File: config.mk
export PLATFORM = sky130hd
export DESIGN_NAME = game_palette_lut
export DESIGN_NICKNAME = d
export VERILOG_FILES = /design/src/rtl/game_palette_lut.sv
export SDC_FILE = /design/constraint.sdc
export NUM_CORES = 1
export LEC_CHECK = 0
export BUFFER_PORTS_ARGS = -buffer_cell sky130_fd_sc_hd__buf_2
export CAP_MARGIN = 10
export CORE_UTILIZATION = 30
export DETAILED_ROUTE_END_ITERATION = 12
export PLACE_DENSITY = 0.42
export SYNTH_ARGS = -nofsm -noshare
export SYNTH_HDL_FRONTEND = slang
export SYNTH_SLANG_ARGS = --single-unit
File: constraint.sdc
create_clock -name Clk -period 3.9 [get_ports Clk]
set_input_delay 0.39 -clock Clk [delete_from_list [all_inputs] [get_ports Clk]]
set_output_delay 0.39 -clock Clk [all_outputs]
set_load 0.1 [all_outputs]
File: src/rtl/game_palette_lut.sv
// game_palette_lut
// Banked colour palette lookup with a global brightness fader.
//
// A pixel index and a bank select are looked up in a two-stage pipeline.
// Stage 1 registers the raw {R,G,B} entry. Stage 2 registers that entry
// scaled by the current brightness level. out_valid follows in_valid
// exactly two cycles later, and there are no stalls.
//
// A small FSM walks the brightness level up or down by one step for every
// FADE_DIV frame_tick pulses. It pulses fade_done when it reaches the target.
//
// Ports
//   Clk, Reset_n         clock (rising edge), asynchronous active-low reset
//   in_valid, index,     lookup request: index into bank rd_bank
//   rd_bank
//   wr_en, wr_bank,      palette write of wr_data ({R,G,B}) to
//   wr_addr, wr_data     palette[wr_bank][wr_addr]
//   frame_tick           one-cycle pulse per video frame
//   fade_start, fade_dir fade request (dir 1 = fade in, 0 = fade out)
//   out_valid, red,      scaled colour result, two cycles after in_valid
//   green, blue
//   level                current brightness, 0..2^BRIGHT_W
//   fade_busy, fade_done fade in progress / one-cycle completion pulse
module game_palette_lut #(
    parameter int INDEX_W   = 4,
    parameter int COLOR_W   = 4,
    parameter int NUM_BANKS = 2,
    parameter int BRIGHT_W  = 4,
    parameter int FADE_DIV  = 2,
    // Entry e sits at bits [e*3*COLOR_W +: 3*COLOR_W]; entry 0 is rightmost.
    parameter logic [(2**INDEX_W)*3*COLOR_W-1:0] DEFAULT_PALETTE =
        192'h733_311_744_100_633_522_743_000_311_522_753_412_100_622_201_763,
    localparam int BANK_W = (NUM_BANKS > 1) ? $clog2(NUM_BANKS) : 1
) (
    input  logic                   Clk,
    input  logic                   Reset_n,
    input  logic                   in_valid,
    input  logic [INDEX_W-1:0]     index,
    input  logic [BANK_W-1:0]      rd_bank,
    input  logic                   wr_en,
    input  logic [BANK_W-1:0]      wr_bank,
    input  logic [INDEX_W-1:0]     wr_addr,
    input  logic [3*COLOR_W-1:0]   wr_data,
    input  logic                   frame_tick,
    input  logic                   fade_start,
    input  logic                   fade_dir,
    output logic                   out_valid,
    output logic [COLOR_W-1:0]     red,
    output logic [COLOR_W-1:0]     green,
    output logic [COLOR_W-1:0]     blue,
    output logic [BRIGHT_W:0]      level,
    output logic                   fade_busy,
    output logic                   fade_done
);

    localparam int ENTRIES = 2**INDEX_W;
    localparam int RGB_W   = 3*COLOR_W;
    localparam int LEVEL_W = BRIGHT_W+1;
    localparam int PROD_W  = COLOR_W+BRIGHT_W+1;
    localparam int DIV_W   = (FADE_DIV > 1) ? $clog2(FADE_DIV) : 1;
    localparam logic [LEVEL_W-1:0] LEVEL_MAX = LEVEL_W'(1) << BRIGHT_W;
    localparam logic [LEVEL_W-1:0] LEVEL_ONE = LEVEL_W'(1);
    localparam logic [DIV_W-1:0]   DIV_LAST  = DIV_W'(FADE_DIV-1);

    typedef enum logic [1:0] {IDLE, FADE_IN, FADE_OUT} state_t;

    // ------------------------------------------------------------------
    // Palette storage. The storage is a register array rather than block
    // RAM, because reset must reload every entry.
    // ------------------------------------------------------------------
    logic [RGB_W-1:0] palette [NUM_BANKS][ENTRIES];

    wire wr_bank_ok = int'(wr_bank) < NUM_BANKS;
    wire rd_bank_ok = int'(rd_bank) < NUM_BANKS;

    always_ff @(posedge Clk or negedge Reset_n) begin
        if (!Reset_n) begin
            for (int b = 0; b < NUM_BANKS; b++) begin
                for (int e = 0; e < ENTRIES; e++) begin
                    palette[b][e] <= DEFAULT_PALETTE[e*RGB_W +: RGB_W];
                end
            end
        end else if (wr_en && wr_bank_ok) begin
            palette[wr_bank][wr_addr] <= wr_data;
        end
    end

    // ------------------------------------------------------------------
    // Lookup pipeline. Stage 1 samples the array before any same-edge
    // write lands, so a simultaneous write/read returns the old entry.
    // ------------------------------------------------------------------
    logic [RGB_W-1:0]   s1_rgb_reg;
    logic               s1_valid_reg;
    logic [RGB_W-1:0]   out_rgb_reg;
    logic               out_valid_reg;
    logic [LEVEL_W-1:0] level_reg;
    logic [RGB_W-1:0]   scaled;

    always_ff @(posedge Clk or negedge Reset_n) begin
        if (!Reset_n) begin
            s1_rgb_reg   <= '0;
            s1_valid_reg <= 1'b0;
        end else begin
            s1_valid_reg <= in_valid;
            if (in_valid) begin
                s1_rgb_reg <= rd_bank_ok ? palette[rd_bank][index] : '0;
            end
        end
    end

    // Per-channel scaling (c * L) >> BRIGHT_W. The product is computed at
    // full width. L <= 2^BRIGHT_W, so the result always fits in COLOR_W.
    genvar gi;
    generate
        for (gi = 0; gi < 3; gi++) begin : g_chan
            assign scaled[gi*COLOR_W +: COLOR_W] =
                COLOR_W'((PROD_W'(s1_rgb_reg[gi*COLOR_W +: COLOR_W]) *
                          PROD_W'(level_reg)) >> BRIGHT_W);
        end
    endgenerate

    always_ff @(posedge Clk or negedge Reset_n) begin
        if (!Reset_n) begin
            out_rgb_reg   <= '0;
            out_valid_reg <= 1'b0;
        end else begin
            out_valid_reg <= s1_valid_reg;
            if (s1_valid_reg) begin
                out_rgb_reg <= scaled;
            end
        end
    end

    // ------------------------------------------------------------------
    // Fade FSM
    // ------------------------------------------------------------------
    state_t             state_reg, state_next;
    logic [LEVEL_W-1:0] level_next;
    logic [DIV_W-1:0]   div_reg, div_next;
    logic               done_reg, done_next;

    always_ff @(posedge Clk or negedge Reset_n) begin
        if (!Reset_n) begin
            state_reg <= IDLE;
            level_reg <= LEVEL_MAX;
            div_reg   <= '0;
            done_reg  <= 1'b0;
        end else begin
            state_reg <= state_next;
            level_reg <= level_next;
            div_reg   <= div_next;
            done_reg  <= done_next;
        end
    end

    always_comb begin
        state_next = state_reg;
        level_next = level_reg;
        div_next   = div_reg;
        done_next  = 1'b0;
        case (state_reg)
            IDLE: begin
                // frame_tick is ignored here. A tick that coincides with
                // fade_start is therefore never counted.
                if (fade_start) begin
                    if (fade_dir ? (level_reg == LEVEL_MAX) : (level_reg == '0)) begin
                        done_next = 1'b1;
                    end else begin
                        state_next = fade_dir ? FADE_IN : FADE_OUT;
                        div_next   = '0;
                    end
                end
            end
            FADE_IN: begin
                if (frame_tick) begin
                    if (div_reg == DIV_LAST) begin
                        div_next = '0;
                        if (level_reg != LEVEL_MAX) level_next = level_reg + LEVEL_ONE;
                        if (level_reg >= LEVEL_MAX - LEVEL_ONE) begin
                            state_next = IDLE;
                            done_next  = 1'b1;
                        end
                    end else begin
                        div_next = div_reg + DIV_W'(1);
                    end
                end
            end
            FADE_OUT: begin
                if (frame_tick) begin
                    if (div_reg == DIV_LAST) begin
                        div_next = '0;
                        if (level_reg != '0) level_next = level_reg - LEVEL_ONE;
                        if (level_reg <= LEVEL_ONE) begin
                            state_next = IDLE;
                            done_next  = 1'b1;
                        end
                    end else begin
                        div_next = div_reg + DIV_W'(1);
                    end
                end
            end
            default: state_next = IDLE;
        endcase
    end

    assign out_valid = out_valid_reg;
    assign red       = out_rgb_reg[2*COLOR_W +: COLOR_W];
    assign green     = out_rgb_reg[1*COLOR_W +: COLOR_W];
    assign blue      = out_rgb_reg[0*COLOR_W +: COLOR_W];
    assign level     = level_reg;
    assign fade_busy = (state_reg != IDLE);
    assign fade_done = done_reg;

endmodule

==> results_dict.tcl, run 1 <==
set metrics [dict create \
    status "completed" \
    hold_path_startpoint "fade_dir" \
    finalSetupViolCount 0 \
    cpMaxStageDelayCell "dfrtp_2" \
    rr_worst_depth 10 \
    syn_nets 1683 \
    htree_levels 2 \
    hp-class "primary input to flop" \
    clk_pin_slew_ns 0.06 \
    diodes 0 \
    post-route-period-util_pct 85.8 \
    remaining_drc_errors 0 \
    syn_inst 1603 \
    cp-start-kind "flop" \
    ys_top_cells_by_area "dfrtp_1, mux2_2, dfstp_2, mux2i_1, a22oi_1" \
    track_usage_pct 16.6 \
    final_hold_viol_count 0 \
    path_common_cell "fa_1" \
    period_needed_ns 3.35 \
    worstMarginPinSlew_ns 1.00 \
    slew_violations 0 \
    place_area_sq_um 22300 \
    holdPathStages 3 \
    final_cells 2601 \
    ys.flop_type "dfrtp_1" \
    layout_setup_ws_ns 0.554 \
    antenna_found_initial 0 \
    drt_iter0_markers 624 \
    rsz0062_at_grt "false" \
    drtPass1Iterations 5 \
    peakVddDrop_mv 0.298 \
    boundaryPins 49 \
    postCtsSetupBuffers 0 \
    vias 12744 \
    cts.path.max_buffers 3 \
    rr_startpoint "level[2]$_DFFE_PN0P_" \
    fp.dieW_microns 266 \
    grt_pass1_vias 13556 \
    die_area_sq_um 70900 \
    largest_reg_flops 384 \
    syn_avg_cell_area_sq_um 13.1 \
    routed_wl_microns 57500 \
    placedCellCount 2504 \
    fill_cells 6709 \
    cts-buffers-inserted 51 \
    cap_viol_max_count 0 \
    ant_nets 0 \
    overflow 0 \
    reg2reg_setup_slack_ns 0.55 \
    worst_clock_skew_ns 0.0185 \
    start_util_pct 30.5 \
    slowest_delay_ns 0.58 \
    cts_tree "yes" \
    path_cells "nand2_1 > fa_1 > inv_1 > fa_1 > ha_1 > and4_1 > a21oi_1 > o21ba_2 > o2111ai_1 > or3b_2" \
    place_ws_ns 0.517 \
    crit_type "flop to flop" \
    seq_area_frac_synth_pct 50.8 \
    grt_max_degree 112 \
    synth_top_area_cell "dfrtp_1" \
    core_sq_um 68800 \
    yosysUniqueCellTypes 53 \
    area_growth_pct 14.9 \
    r2r-end "out_rgb_reg[6]$_DFFE_PN0P_" \
    synthArstFlopShare_pct 100 \
    cp.required_ns 4.36 \
    finalSetupTns_ns 0 \
    hold_ws_ns 0.0788 \
    critPathArrivalTime_ns 3.80 \
    insertion_delay_ns 0.60 \
    viasPerCell 4.90 \
    leakage_nw 10.7 \
    io_buffers 48 \
    drive_gt1_share_pct 42.3 \
    synthTopCellsByCount "mux2_2, dfrtp_1, mux2i_1, dfstp_2, a22oi_1" \
    power.density_nw_per_um2 608 \
    die_y_microns 266 \
    syn_area_sq_um 21000 \
    synth_seq_cells 419 \
    dp_hpwl_microns 36400 \
    synth.most_common_cell "mux2_2" \
    endpoint_kind "flop" \
    gp_congestion 0.757 \
    ctsRootBufferMaster "clkbuf_16" \
    worst_hold_path.endpoint "state_reg[0]$_DFFE_PN0P_" \
    synth_warnings 0 \
    routedWlPerCell_microns 22.1 \
    num_rows 96 \
    cts.sinks 419 \
    synth_edf_count 0 \
    fin_nets 1707 \
    post-route-cell-area_sq_um 24100 \
    fmax_ghz 0.299 \
    critPathMaxFanout 21 \
    yosys.area.top_type_share_pct 34.4 \
    grt_pass1_wl_microns 88200 \
    relSlewSlack_pct 33.3 \
]
-- metal layers --
layer,global-route usage [%],share of wire (%)
met1,22.4,46
met2,27.1,47
met3,2.96,3.7
met4,5.14,2.8
met5,0,0
-- through the flow --
step                util [%]  total power (W)
CTS                     35.0           0.0149
finish                  35.0           0.0147
global placement        32.4          0.00975
detailed placement      32.4          0.00985
floorplan                  -          0.00885
global route            35.0           0.0155
-- cells in the final DEF (no fill, tap or decap), types with 23 or more instances in the layout --
cell type and count:
clkbuf_16 52, mux2i_1 197, mux2_2 372, nor2_1 23, nand2_1 48, a22oi_1 96, ha_1 36, dfrtp_1 287
buf_4 41, dfstp_2 131, buf_2 46, mux2_1 30, inv_1 31, and2_1 31, a21oi_1 57
-- worst max-delay path, delay by kind of cell (launching register included) --
kind                       cells  cell delay [ns]
AOI/OAI and AO/OA              3             0.53
adders and majority gates      3             1.27
buffers and inverters          1             0.05
DFF                            1             0.58
and+or+nand+nor                3             0.78
-- repair_timing --
item | CTS | global route
gates resized for setup | 0 | 0
hold buffers | 1 | 0
hold endpoints to repair | 69 | 0
-- worst max path at each step --
stage          slack (ns)                  from                     endpoint
2_1_floorplan        0.05  level[1]$_DFFE_PN0P_  out_rgb_reg[10]$_DFFE_PN0P_
3_3_place_gp         0.58  level[1]$_DFFE_PN0P_  out_rgb_reg[10]$_DFFE_PN0P_
3_5_place_dp         0.52  level[1]$_DFFE_PN0P_  out_rgb_reg[10]$_DFFE_PN0P_
4_1_cts              0.51  level[1]$_DFFE_PN0P_  out_rgb_reg[10]$_DFFE_PN0P_
5_1_grt              0.39  level[2]$_DFFE_PN0P_   out_rgb_reg[6]$_DFFE_PN0P_
6_report             0.55  level[2]$_DFFE_PN0P_   out_rgb_reg[6]$_DFFE_PN0P_
-- layout make-up --
cell class	count	area [sq um]	area share (%)
multi-input cells	1024	9610	39.9
inverters	31	116	0.483
clock buffers	81	1550	6.43
well taps	931	1160	4.83
repair buffers	100	778	3.23
flip-flops and latches	419	10700	44.2
clock inverters	15	220	0.914
-- cells by family after synthesis --
kind of cell	share of synthesized area, %
AND/OR/NAND/NOR	4.81
buffers and inverters	3.54
AO/OA/AOI/OAI	5.55
multiplexers	31.0
flip-flops	50.8
adder cells (fa/ha/maj)	3.58
XOR/XNOR	0.710
-- where the power goes --
group / total [W] / internal (W) / switching, W / leakage [nW]
logic: 0.00373 / 0.00156 / 0.00217 / 4.85
clock network: 0.00495 / 0.00305 / 0.00190 / 0.865
registers: 0.00598 / 0.00544 / 0.000532 / 5.03
Note: power is estimated with default switching activity, not from simulation.
==> inputs of run 2 (changes only) <==
CORE_UTILIZATION = 40   (was 30)
PLACE_DENSITY = 0.53   (was 0.42)
==> run 2 against run 1 <==
First-iteration DRC count increased by 18%. Routed wire length decreased by 7.5%. Largest cell class unchanged. Register-to-register slack worse by 0.08 ns. Worst setup slack got worse by 0.075 ns. Count of clock-buffer cells in the layout shrank 3. Sequential power barely moved. Global-route usage rose by 3.9 points. Critical endpoint is now out_rgb_reg[10]$_DFFE_PN0P_. Combinational power fell by 2%. Non-clock buffer count shrank 12. Highest routed layer unchanged. Fmax down 2.2%. Clock skew decreased by 0.0020 ns.
==> results_dict.tcl, run 2 (synthesis gave the netlist of run 1 again) <==
set metrics [dict create \
    track_usage_pct 20.5 \
    p_sw_w 0.00445 \
    num_rows 83 \
    critPathArrivalTime_ns 3.87 \
    remaining_drc_errors 0 \
    htree_levels 2 \
    fp.dieW_microns 231 \
    layout_commonest_cell "mux2_2" \
    cts_resized 0 \
    rr_startpoint "level[0]$_DFFE_PN0P_" \
    finalSetupTns_ns 0 \
    overflow 0 \
    power.density_nw_per_um2 603 \
    routedWlPerCell_microns 22.9 \
    placedCellCount 2241 \
    peakVddDrop_mv 0.292 \
    hold_path_startpoint "fade_dir" \
    switching_share_pct 31.4 \
    ant_nets 0 \
    worst_hold_path.endpoint "state_reg[0]$_DFFE_PN0P_" \
    fill_cells 4690 \
    io_buffers 48 \
    reg2reg_setup_slack_ns 0.48 \
    power_w 0.0142 \
    layout_common_cells "mux2_2, dfrtp_1, mux2i_1" \
    die_area_sq_um 53300 \
    final_hold_viol_count 0 \
    drtPass1Iterations 8 \
    worstMarginPinSlew_ns 1.04 \
    dp_hpwl_microns 33100 \
    cap_viol_max_count 0 \
    largest_reg_flops 384 \
    ctsRootBufferMaster "clkbuf_16" \
    endpoint_kind "flop" \
    r2r-end "out_rgb_reg[10]$_DFFE_PN0P_" \
    hp-class "primary input to flop" \
    drt_iter0_markers 738 \
    fin_nets 1692 \
    comb_power_share_pct 26.0 \
    cts_tree "yes" \
    power.share.clock_pct 31.7 \
    path_common_cell "fa_1" \
    seqPwrFrac_pct 42.3 \
    grt_pass1_wl_microns 82500 \
    use_met1_pct 28.1 \
    clk_pin_slew_ns 0.06 \
    worst_clock_skew_ns 0.0166 \
    busiest_layer "met2" \
    cts.path.max_buffers 3 \
    routed_wl_microns 53200 \
    use_met3_pct 3.04 \
    holdPathStages 3 \
    core_sq_um 51500 \
    cpMaxStageDelayCell "dfrtp_1" \
    die_y_microns 231 \
    finalSetupViolCount 0 \
    leakage_nw 10.6 \
    slowest_delay_ns 0.61 \
    power.internal_w 0.00971 \
    start_util_pct 40.7 \
    gp_congestion 0.790 \
    insertion_delay_ns 0.58 \
    area_growth_pct 12.1 \
    boundaryPins 49 \
    period_needed_ns 3.42 \
    cp.required_ns 4.35 \
    post-route-period-util_pct 87.7 \
    path_cells "nand2_1 > fa_1 > inv_1 > fa_1 > ha_1 > and4_1 > a21o_1 > a21oi_2 > nor4b_1 > or3b_2" \
    cts.sinks 419 \
    fmax_ghz 0.292 \
    crit_type "flop to flop" \
    rr_worst_depth 10 \
    gr-usage-met2_pct 34.2 \
    status "completed" \
    viasPerCell 5.44 \
    cts-buffers-inserted 48 \
    final_cells 2330 \
    antenna_found_initial 1 \
    grt_pass1_vias 13224 \
    rsz0062_at_grt "false" \
    vias 12671 \
    slew_violations 0 \
    cp-start-kind "flop" \
    critPathMaxFanout 13 \
    grt_max_degree 111 \
    relSlewSlack_pct 30.5 \
    drive_gt1_share_pct 41.4 \
]
[run 2: cell types whose count changed in the layout (fill, tap and decap cells not counted), moves of 2 or more]
| cell | change |
|---|---|
| buf_4 | -12 |
| clkbuf_1 | +3 |
| clkbuf_16 | -3 |
| clkbuf_8 | -3 |
| bufinv_16 | -2 |
| clkinvlp_4 | -2 |
[run 2: layer usage]
| layer | vias to the layer above | part of all wire [%] | wire length (microns) |
|---|---|---|---|
| li1 | 5792 | - | - |
| met1 | 6680 | 47 | 25000 |
| met2 | 158 | 48 | 25800 |
| met3 | 41 | 3.2 | 1710 |
| met4 | 0 | 1.4 | 752 |
| met5 | - | 0 | 0 |
[run 2: repair_timing]
| action | in CTS | in global routing |
|---|---|---|
| hold buffers | 1 | 0 |
| buffers inserted | 0 | 0 |
| endpoints found under the hold margin | 66 | 0 |
[run 2: worst max path at each step]
stage | from | end | slack [ns] | cells past startpoint
after floorplan | level[1]$_DFFE_PN0P_ | out_rgb_reg[10]$_DFFE_PN0P_ | 0.05 | 11
after global placement | level[0]$_DFFE_PN0P_ | out_rgb_reg[10]$_DFFE_PN0P_ | 0.53 | 10
after detailed placement | level[0]$_DFFE_PN0P_ | out_rgb_reg[10]$_DFFE_PN0P_ | 0.45 | 10
after CTS | level[0]$_DFFE_PN0P_ | out_rgb_reg[10]$_DFFE_PN0P_ | 0.43 | 10
after global routing | level[0]$_DFFE_PN0P_ | out_rgb_reg[10]$_DFFE_PN0P_ | 0.27 | 10
final | level[0]$_DFFE_PN0P_ | out_rgb_reg[10]$_DFFE_PN0P_ | 0.48 | 10
[run 2: per-stage QoR]
stage / hold slack, ns / utilization (%) / setup WS (ns) / cell area (sq um)
6_report: 0.0999 / 45.6 / 0.479 / 23500
5_1_grt: 0.106 / 45.6 / 0.271 / 23500
4_1_cts: 0.0719 / 45.6 / 0.435 / 23500
3_5_place_dp: 0.481 / 42.5 / 0.453 / 21900
3_3_place_gp: 0.473 / 42.5 / 0.530 / 21900
2_1_floorplan: 0.0944 / - / 0.0452 / 21000
[run 2: layout make-up]
type | count | area [sq um] | area share (%)
well taps | 680 | 851 | 3.62
inverters | 31 | 116 | 0.495
multi-input cells | 1024 | 9610 | 40.9
diodes | 1 | 2.50 | 0.0107
repair buffers | 88 | 688 | 2.93
clock inverters | 9 | 124 | 0.527
clock buffers | 78 | 1450 | 6.15
flip-flops and latches | 419 | 10700 | 45.3
[run 2: critical path: cells and delay by family, from the launching register on]
family                   cells  cell delay [ns]
AND/OR/NAND/NOR              4             0.86
buffers and inverters        1             0.06
adder cells (fa/ha/maj)      3             1.32
flip-flops                   1             0.61
AO/OA/AOI/OAI                2             0.44
[run 2: power by group through the flow]
stage,Sequential [W],Combinational [W],Clock (W)
after detailed placement,0.00606,0.00371,0
after CTS,0.00599,0.00373,0.00462
final,0.00599,0.00367,0.00449
after global routing,0.00613,0.00405,0.00480
after global placement,0.00601,0.00364,0
after floorplan,0.00646,0.00239,0
